File: src/rtl/sevenseg_pkg.sv
// sevenseg_pkg
//   Shared definitions for the seven-segment scan controller:
//   - scan_state_t : scan FSM states (IDLE / SHOW / BLANK)
//   - SEG_OFF      : active-high "all segments dark" pattern
//   - SEG_TABLE    : active-high gfedcba pattern per hex digit 0..F
package sevenseg_pkg;

    typedef enum logic [1:0] {
        IDLE  = 2'd0,
        SHOW  = 2'd1,
        BLANK = 2'd2
    } scan_state_t;

    localparam logic [6:0] SEG_OFF = 7'h00;

    localparam logic [6:0] SEG_TABLE [16] = '{
        7'h3F, 7'h06, 7'h5B, 7'h4F,
        7'h66, 7'h6D, 7'h7D, 7'h07,
        7'h7F, 7'h6F, 7'h77, 7'h7C,
        7'h39, 7'h5E, 7'h79, 7'h71
    };

endpackage

File: src/rtl/sevenseg_hex_decode.sv
// sevenseg_hex_decode
//   Combinational hex-to-seven-segment decoder, active-high, bit0=a .. bit6=g.
//   Ports:
//     hex  in   4  hex value
//     seg  out  7  active-high segment pattern
module sevenseg_hex_decode
    import sevenseg_pkg::*;
(
    input  logic [3:0] hex,
    output logic [6:0] seg
);

    always_comb begin
        seg = SEG_TABLE[hex];
    end

endmodule

File: src/rtl/sevenseg_scan_ctrl.sv
// sevenseg_scan_ctrl
//   Time-multiplexed scan controller for a multi-digit seven-segment display.
//   Holds a hex value and decimal point per digit, lights one digit at a time
//   for DWELL_CYCLES, then darkens everything for BLANK_CYCLES to avoid ghosting.
//   Ports:
//     clk         in   1           system clock
//     rst_n       in   1           asynchronous active-low reset
//     enable      in   1           1 = scanning, 0 = display dark
//     wr_en       in   1           single-cycle write strobe
//     wr_addr     in   3           digit index (>= NUM_DIGITS ignored)
//     wr_data     in   4           hex value for the digit
//     wr_dp       in   1           decimal point for the digit
//     blank_mask  in   NUM_DIGITS  bit i = 1 keeps digit i dark for its slot
//     seg         out  7           segments a..g (polarity per SEG_ACTIVE_LOW)
//     dp          out  1           decimal point (polarity per SEG_ACTIVE_LOW)
//     dig_sel     out  NUM_DIGITS  one-hot digit enable (polarity per DIG_ACTIVE_LOW)
//     frame_tick  out  1           one-cycle pulse when the scan wraps to digit 0
module sevenseg_scan_ctrl
    import sevenseg_pkg::*;
#(
    parameter int NUM_DIGITS     = 4,
    parameter int DWELL_CYCLES   = 20000,
    parameter int BLANK_CYCLES   = 200,
    parameter bit SEG_ACTIVE_LOW = 1'b0,
    parameter bit DIG_ACTIVE_LOW = 1'b1
) (
    input  logic                  clk,
    input  logic                  rst_n,
    input  logic                  enable,
    input  logic                  wr_en,
    input  logic [2:0]            wr_addr,
    input  logic [3:0]            wr_data,
    input  logic                  wr_dp,
    input  logic [NUM_DIGITS-1:0] blank_mask,
    output logic [6:0]            seg,
    output logic                  dp,
    output logic [NUM_DIGITS-1:0] dig_sel,
    output logic                  frame_tick
);

    localparam int CNT_MAX = (DWELL_CYCLES > BLANK_CYCLES) ? DWELL_CYCLES : BLANK_CYCLES;
    localparam int CNT_W   = $clog2(CNT_MAX + 1);
    localparam int IDX_W   = $clog2(NUM_DIGITS);

    localparam logic [CNT_W-1:0] DWELL_LAST = CNT_W'(DWELL_CYCLES - 1);
    localparam logic [CNT_W-1:0] BLANK_LAST = CNT_W'((BLANK_CYCLES > 0) ? BLANK_CYCLES - 1 : 0);
    localparam logic [IDX_W-1:0] IDX_LAST   = IDX_W'(NUM_DIGITS - 1);

    // Polarity is applied only at the pins; everything inside is active-high.
    function automatic logic [6:0] seg_pol(input logic [6:0] s);
        return SEG_ACTIVE_LOW ? ~s : s;
    endfunction

    function automatic logic dp_pol(input logic d);
        return SEG_ACTIVE_LOW ? ~d : d;
    endfunction

    function automatic logic [NUM_DIGITS-1:0] dig_pol(input logic [NUM_DIGITS-1:0] d);
        return DIG_ACTIVE_LOW ? ~d : d;
    endfunction

    // ---------------- register file (write port) ----------------
    logic [3:0]            digit_q [NUM_DIGITS];
    logic [NUM_DIGITS-1:0] dpreg_q;
    logic                  wr_hit;
    logic [IDX_W-1:0]      wr_idx;

    always_comb begin
        wr_hit = wr_en && (int'(wr_addr) < NUM_DIGITS);
        wr_idx = wr_addr[IDX_W-1:0];
    end

    always_ff @(posedge clk or negedge rst_n) begin
        if (!rst_n) begin
            for (int i = 0; i < NUM_DIGITS; i++) begin
                digit_q[i] <= 4'h0;
            end
            dpreg_q <= '0;
        end else if (wr_hit) begin
            digit_q[wr_idx] <= wr_data;
            dpreg_q[wr_idx] <= wr_dp;
        end
    end

    // ---------------- scan FSM next-state ----------------
    scan_state_t      state_q, state_d;
    logic [IDX_W-1:0] idx_q, idx_d, idx_inc;
    logic [CNT_W-1:0] cnt_q, cnt_d;
    logic             load;
    logic             tick_d;

    always_comb begin
        idx_inc = (idx_q == IDX_LAST) ? '0 : idx_q + IDX_W'(1);
    end

    always_comb begin
        state_d = state_q;
        idx_d   = idx_q;
        cnt_d   = cnt_q;
        load    = 1'b0;
        tick_d  = 1'b0;
        if (!enable) begin
            state_d = IDLE;
            idx_d   = '0;
            cnt_d   = '0;
        end else begin
            case (state_q)
                IDLE: begin
                    state_d = SHOW;
                    idx_d   = '0;
                    cnt_d   = '0;
                    load    = 1'b1;
                end
                SHOW: begin
                    if (cnt_q == DWELL_LAST) begin
                        cnt_d = '0;
                        if (BLANK_CYCLES == 0) begin
                            // No gap: step straight into the next digit's slot.
                            idx_d  = idx_inc;
                            load   = 1'b1;
                            tick_d = (idx_q == IDX_LAST);
                        end else begin
                            state_d = BLANK;
                        end
                    end else begin
                        cnt_d = cnt_q + CNT_W'(1);
                    end
                end
                BLANK: begin
                    if (cnt_q == BLANK_LAST) begin
                        state_d = SHOW;
                        idx_d   = idx_inc;
                        cnt_d   = '0;
                        load    = 1'b1;
                        tick_d  = (idx_q == IDX_LAST);
                    end else begin
                        cnt_d = cnt_q + CNT_W'(1);
                    end
                end
                default: begin
                    state_d = IDLE;
                    idx_d   = '0;
                    cnt_d   = '0;
                end
            endcase
        end
    end

    // Display latch: captured only on SHOW entry, so writes landing during a
    // dwell (or on the entry edge itself) are not seen until the next entry.
    logic [3:0] disp_val_q, disp_val_d;
    logic       disp_dp_q, disp_dp_d;
    logic       disp_mask_q, disp_mask_d;

    always_comb begin
        disp_val_d  = disp_val_q;
        disp_dp_d   = disp_dp_q;
        disp_mask_d = disp_mask_q;
        if (load) begin
            disp_val_d  = digit_q[idx_d];
            disp_dp_d   = dpreg_q[idx_d];
            disp_mask_d = blank_mask[idx_d];
        end
    end

    // ---------------- output decode ----------------
    logic [6:0]            seg_hi_d;
    logic                  lit_d;
    logic [NUM_DIGITS-1:0] sel_hi_d;

    sevenseg_hex_decode u_decode (
        .hex (disp_val_d),
        .seg (seg_hi_d)
    );

    always_comb begin
        lit_d    = (state_d == SHOW) && !disp_mask_d;
        sel_hi_d = '0;
        if (lit_d) begin
            sel_hi_d[idx_d] = 1'b1;
        end
    end

    // ---------------- registered state and pins ----------------
    always_ff @(posedge clk or negedge rst_n) begin
        if (!rst_n) begin
            state_q     <= IDLE;
            idx_q       <= '0;
            cnt_q       <= '0;
            disp_val_q  <= 4'h0;
            disp_dp_q   <= 1'b0;
            disp_mask_q <= 1'b0;
            seg         <= seg_pol(SEG_OFF);
            dp          <= dp_pol(1'b0);
            dig_sel     <= dig_pol('0);
            frame_tick  <= 1'b0;
        end else begin
            state_q     <= state_d;
            idx_q       <= idx_d;
            cnt_q       <= cnt_d;
            disp_val_q  <= disp_val_d;
            disp_dp_q   <= disp_dp_d;
            disp_mask_q <= disp_mask_d;
            seg         <= seg_pol(lit_d ? seg_hi_d : SEG_OFF);
            dp          <= dp_pol(lit_d ? disp_dp_d : 1'b0);
            dig_sel     <= dig_pol(sel_hi_d);
            frame_tick  <= tick_d;
        end
    end

endmodule

File: config.mk
export PLATFORM = sky130hd
export DESIGN_NAME = sevenseg_scan_ctrl
export DESIGN_NICKNAME = d
export VERILOG_FILES = /design/src/rtl/sevenseg_pkg.sv /design/src/rtl/sevenseg_hex_decode.sv /design/src/rtl/sevenseg_scan_ctrl.sv
export SDC_FILE = /design/constraint.sdc
export NUM_CORES = 1
export LEC_CHECK = 0
export ABC_CLOCK_PERIOD_IN_PS = 4100
export CAP_MARGIN = 25
export CORE_UTILIZATION = 30
export DETAILED_ROUTE_END_ITERATION = 12
export PLACE_DENSITY = 0.45
export SLEW_MARGIN = 0
export SYNTH_ARGS = -nofsm -noshare
export SYNTH_HDL_FRONTEND = slang
export SYNTH_SLANG_ARGS = --single-unit
File: constraint.sdc
create_clock -name clk -period 4.1 [get_ports clk]
set_input_delay 0.41 -clock clk [delete_from_list [all_inputs] [get_ports clk]]
set_output_delay 0.41 -clock clk [all_outputs]
set_load 0.03 [all_outputs]
======== Yosys cells after proc, flatten, opt, wreduce, memory -nomap -nowiden ========
Memory sizes are Yosys's and may differ from the RTL's.
Cells that the tools add are included.
cells by class
  $add $sub $neg .......................... 2
  order comparisons ....................... 9
  eq/ne operators ......................... 6
  multiplexer cells ....................... 41
  bitwise operators ....................... 4
  reductions and logical operators ........ 7
operator list
  operator                                                                      number
  15-bit two-way mux                                                            3
  15-bit case mux with 2 select lines                                           1
  7-bit two-way mux                                                             3
  4-bit two-way mux                                                             5
  16-bit bitwise mux                                                            1
  15-bit by 1-bit adder with 15-bit output, second input constant               1
  15-bit equality test, second input constant                                   1
  15-bit by 8-bit equality test with 1-bit output, second input constant        1
  1-bit two-way mux                                                             12
  2-bit two-way mux                                                             6
  4-bit binary-select mux with 2-bit select                                     1
  4-bit demux with 2-bit select                                                 1
  3-bit greater-or-equal comparator, second input constant                      2
  2-bit by 3-bit less-than comparator with 1-bit output, second input constant  2
  2-bit NOT with 3-bit output                                                   2
  2-bit case mux with 3 select lines                                            1
  5-bit greater-or-equal comparator, second input constant                      1
  1-bit logical AND                                                             5
  4-bit NOT with 5-bit output                                                   1
  1-bit binary-select mux with 2-bit select                                     2
  4-bit bitwise mux                                                             1
  1-bit demux with 2-bit select                                                 2
  2-bit by 1-bit equality test with 1-bit output, second input constant         2
  2-bit equality test, second input constant                                    2
  9 further kinds                                                               10
storage, ports and cells
  register bits after elaboration ......... 58
  memory bits (read-only) ................. 112
  input bits .............................. 16
  output and inout bits ................... 13
  word-level logic and storage cells ...... 85
  memories ................................ 1
memory list
  memory            depth  width  rd ports  clocked after memory_dff  wr ports  line                       text
  (name not given)  16     7      1         0                         0         sevenseg_hex_decode.sv:14  seg = SEG_TABLE[hex];

======== Logic depth before layout (Yosys ltp) ========
  word-level depth ........................ 15
  mapped depth ............................ 16
  mapped depth without buffers ............ 14

======== By module ========
From an unflattened synthesis, not the netlist that was laid out.
second synthesis, totals
  cell total of the unflattened synthesis .. 274
  area total of the unflattened synthesis .. 3,093.0 sq um
by module, submodules not included
  module               instances  cells an instance  area an instance (sq um)  seq. area each (sq um)
  sevenseg_scan_ctrl   1          241                2,798.9                   1,456.4
  sevenseg_hex_decode  1          33                 294.0                     0.0

======== Worst setup path after synthesis ========
Ideal clock, no wire load.
  path kind ............................... register -> register
  start point ............................. register state_q[0]
  end point ............................... register seg[0]
  library setup time ...................... 0.082 ns
  arrival time ............................ 3.340 ns
  required time ........................... 4.018 ns
  path slack .............................. 0.678 ns
  cell stages (with the launch flop) ...... 16
  path buffers ............................ 1
  clock period less this slack ............ 3.422 ns
  cell sequence ........................... dfrtp_1 -> inv_1 -> ha_1 -> clkbuf_1 -> nor4bb_1 -> nand4_1 -> and3_1 -> a21oi_2 -> a211oi_1 -> a311oi_4 -> inv_1 -> ha_1 -> or4_1 -> o22ai_1 -> mux2i_1 -> o22ai_1
between the ends
  cells in the longest elaborated chain, start to end .. 13
  elaborated cells on any way between the ends .. 27
  those cells by class .................... 3 x eq/ne; 18 x mux; 2 x bitwise; 3 x reduce/logical; 1 x memory
ends and longest elaborated chain
  item                                                                                   line                       text
  start: declaration                                                                     sevenseg_scan_ctrl.sv:86   scan_state_t state_q, state_d;
  start signal: assignment                                                               sevenseg_scan_ctrl.sv:198  state_q <= state_d;
  2-bit equality test or 2-bit by 1-bit equality test with 1-bit output (tied branches)  sevenseg_scan_ctrl.sv:107  case (state_q)
  2-bit case mux with 2 select lines                                                     sevenseg_scan_ctrl.sv:107
  2-bit two-way mux                                                                      sevenseg_scan_ctrl.sv:102  if (!enable) begin
  2-bit NOT with 3-bit output (not written as such)                                      sevenseg_scan_ctrl.sv:160  disp_val_d = digit_q[idx_d];
  4-bit binary-select mux with 2-bit select                                              sevenseg_scan_ctrl.sv:160
  4-bit two-way mux (not written as such) (2 in a row)                                   sevenseg_scan_ctrl.sv:160
  4-bit two-way mux *                                                                    sevenseg_scan_ctrl.sv:159  if (load) begin
  named net disp_val_d[0]                                                                sevenseg_scan_ctrl.sv:151  logic [3:0] disp_val_q, disp_val_d;
  4-bit NOT with 5-bit output (not written as such) *                                    sevenseg_hex_decode.sv:14
  memory 16 x 7 bit *                                                                    --
  7-bit two-way mux (not written as such) * (2 in a row)                                 sevenseg_hex_decode.sv:14
  7-bit two-way mux *                                                                    sevenseg_scan_ctrl.sv:204  seg <= seg_pol(lit_d ? seg_hi_d : SEG_OFF);
  end signal: assignment                                                                 sevenseg_scan_ctrl.sv:193  seg <= seg_pol(SEG_OFF);
  end signal: assignment                                                                 sevenseg_scan_ctrl.sv:204
  end: declaration                                                                       sevenseg_scan_ctrl.sv:35   output logic [6:0] seg,
The timed path passes the listed nets; every way through them passes the cells marked *. The select of a mux whose other input is x is not followed.
A chain may end at the register's enable or synchronous reset.

======== Worst setup path after layout ========
Ends and elaborated chain as after synthesis.

==> impl_metrics.env <==
export IMPL_status="completed"
export IMPL_drive_gt1_frac=0.2100
export IMPL_layout_common_cells="dfrtp_1 (54), clkdlybuf4s50_1 (27), nor2_1 (26)"
export IMPL_cts_tree="done"
export IMPL_skew_ns=0.009056
export IMPL_cts_root_buf="clkbuf_8"
export IMPL_detail_route_antenna_nets=0
export IMPL_yosysTopAreaCell="dfrtp_1"
export IMPL_cp_slowest_cell="or4_1"
export IMPL_p_leak_nw=1.543
export IMPL_numCtsBuffers=9
export IMPL_drv_cap=0
export IMPL_ys_warn_count=0
export IMPL_grt_pass1_wl_um=11790
export IMPL_io_pins=29
export IMPL_seqPwrFrac=0.413
export IMPL_worst_slack_ns=0.3027
export IMPL_synth_yosys_seq_area_share=0.4680
export IMPL_path_max_fanout=10
export IMPL_max_freq_mhz=263.3
export IMPL_critPathBufInv=2
export IMPL_syn2layout_area_growth_pct=21.95
export IMPL_core_um2=9910
export IMPL_synth_main_ff_cell="dfrtp_1"
export IMPL_fin_crit_ns=3.797
export IMPL_clock_sinks=58
export IMPL_grt_pass1_vias=2178
export IMPL_syn_area_um2=3112
export IMPL_pwr_share_comb=0.220
export IMPL_via_count=2212
export IMPL_drc=0
export IMPL_synthTopCellsByArea="dfrtp_1 (43%), mux2_2 (6.2%), ha_1 (4.8%)"
export IMPL_dp_hpwl_um=5002
export IMPL_hp_class="in -> async"
export IMPL_switching_power_w=0.0004753
export IMPL_grt_busiest_layer="met1"
export IMPL_finalHoldViolations=0
export IMPL_p_per_area_nw_per_um2=437.1
export IMPL_antenna_found_initial=0
export IMPL_worstSkewPairLatency_ns=0.34
export IMPL_synth_edf_count=0
export IMPL_holdWs_ns=0.1017
export IMPL_synth_seq_cells=58
export IMPL_portBuffers=28
export IMPL_swShare=0.2866
export IMPL_end_kind="flop"
export IMPL_drtPass1Iterations=4
export IMPL_syn_area_per_cell_um2=11.23
export IMPL_grt_max_degree=33
export IMPL_dieArea_um2=10780
export IMPL_final_common_cell="dfrtp_1"
export IMPL_tightest_slew_ns=0.6630
export IMPL_gr_usage_met3=0.03021
export IMPL_criticalPathCategory="reg -> reg"
export IMPL_ys_types=65
export IMPL_fin_crit_sh=0.9262
export IMPL_cp_top_family="simple AND/OR/NAND/NOR gates"
export IMPL_grt_overflow=0
export IMPL_syn_nets=305
export IMPL_power_w=0.001659
export IMPL_totalWireLength_um=6971
export IMPL_clkPwrFrac=0.367
export IMPL_critPathMaxStageDelay_ns=0.54
export IMPL_p_int_w=0.001183
export IMPL_drt_vias_per_instance=4.894
export IMPL_num_rows=36
export IMPL_pre_cts_ws_ns=0.2888
export IMPL_cp_start_kind="flop"
export IMPL_max_clock_path_buffers=2
export IMPL_finalSetupViolations=0
export IMPL_ir_drop_mv=0.1631
export IMPL_clk_pin_slew_ns=0.06
export IMPL_synth_top_area_frac=0.4343
export IMPL_slew_viol_final=0
export IMPL_grt_usage=0.1412
export IMPL_rsz0062_at_grt="no"
export IMPL_routedWlPerCell_um=15.42
export IMPL_slew_headroom=0.5580
export IMPL_ctsHoldBuffers=0
export IMPL_crit_arrival_ns=4.05
export IMPL_asyncSetResetFlopFracSynth=1.000
export IMPL_tns_ns=0
export IMPL_met1_usage=0.2077
export IMPL_gp_congestion=0.7561
export IMPL_path_cells="inv_1, ha_2, nor4bb_1, nand4_1, and3_1, a21oi_2, a211oi_1, a311oi_4, inv_1, ha_1, or4_1, o22ai_1, mux2i_1, o22ai_1"
export IMPL_n_antenna_cell=0
export IMPL_fin_nets=342
export IMPL_met2_usage=0.1971
export IMPL_die_y_um=103.8
export IMPL_dieWidth_um=103.8
export IMPL_drt_iter0_markers=107
export IMPL_cts_max_level=3
export IMPL_start_util=0.3140
export IMPL_syn_inst=277
export IMPL_critical_path_required_ns=4.35
[timing repair]
action,in CTS,in global routing
setup endpoints to repair,0,1
endpoints found under the hold margin,0,0
resized for setup,0,2
buffers inserted,0,0
[registers in the layout (all words and copies together) (netlist names)]
signal / flops
digit_q: 16
cnt_q: 15
seg: 7
dig_sel: 4
disp_val_q: 4
dpreg_q: 4
idx_q: 2
state_q: 2
disp_dp_q: 1
disp_mask_q: 1
dp: 1
frame_tick: 1
[path summary, 6_finish.rpt]
check,endpoint,cells after the start,slack (ns),start
min,cnt_q[6]$_DFF_PN0_,1,0.10,rst_n
min in group clk,cnt_q[0]$_DFF_PN0_,1,0.48,cnt_q[0]$_DFF_PN0_
min reg2reg,cnt_q[0]$_DFF_PN0_,1,0.48,cnt_q[0]$_DFF_PN0_
max,seg[0]$_DFF_PN0_,14,0.30,state_q[0]$_DFF_PN0_
max in group asynchronous,dig_sel[2]$_DFF_PN1_,2,3.08,rst_n
max reg2reg,seg[0]$_DFF_PN0_,14,0.30,state_q[0]$_DFF_PN0_
[power by group through the flow]
stage,Sequential (W),Combinational [W],Clock (W)
6_report,0.000685,0.000365,0.000608
5_1_grt,0.000694,0.000403,0.000646
4_1_cts,0.000687,0.000369,0.000630
3_5_place_dp,0.000697,0.000367,0
3_3_place_gp,0.000702,0.000369,0
2_1_floorplan,0.000716,0.000225,0
[worst register-to-register path, delay by kind of cell, from the launching register on]
kind                     cells  cell delay, ns
flip-flops                   1            0.42
multiplexers                 1            0.10
adder cells (fa/ha/maj)      2            0.57
AO/OA/AOI/OAI                5            1.00
AND/OR/NAND/NOR              4            1.35
buffers and inverters        2            0.26
[layout make-up]
type                    count  area [um2]
multi-input cells         197        1570
repair buffers             34       320.3
well taps                 133       166.4
clock inverters             4       73.82
flip-flops and latches     58        1456
inverters                  14       52.55
clock buffers              12       155.1
fillers                  1012        6115
[per-layer routing]
metal / share of wire / up-vias
met2: 0.41 / 31
li1: - / 1082
met3: 0.026 / 10
met5: 0 / -
met1: 0.54 / 1089
met4: 0.017 / 0
[cells by family (layout without fill, tap and decap cells)]
kind of cell             Yosys count  in the layout  synth area share
AO/OA/AOI/OAI                     46             46            0.1323
buffers and inverters             22             64           0.03056
adder cells (fa/ha/maj)           12             12           0.04825
multiplexers                      27             27           0.09931
flip-flops                        58             58            0.4680
AND/OR/NAND/NOR                   99             99            0.1850
XOR/XNOR                          13             13           0.03659
[Yosys cell counts, drive strengths merged (5+ instances only)]
master / number
dfrtp: 54
nand3: 15
mux2i: 9
xor2: 8
mux2: 18
nand4: 5
a21oi: 9
ha: 12
o21ai: 8
and2: 7
xnor2: 5
nand2: 19
inv: 14
nor2: 27
clkbuf: 5
[metrics by stage]
stage                     cells  area [um2]    util
after CTS                   452        3785  0.3819
after floorplan             277        3112       -
after global placement      436        3556  0.3588
after global routing        452        3795  0.3830
final                       452        3795  0.3830
after detailed placement    436        3556  0.3588
No activity file was read; power rests on OpenSTA's default activity.
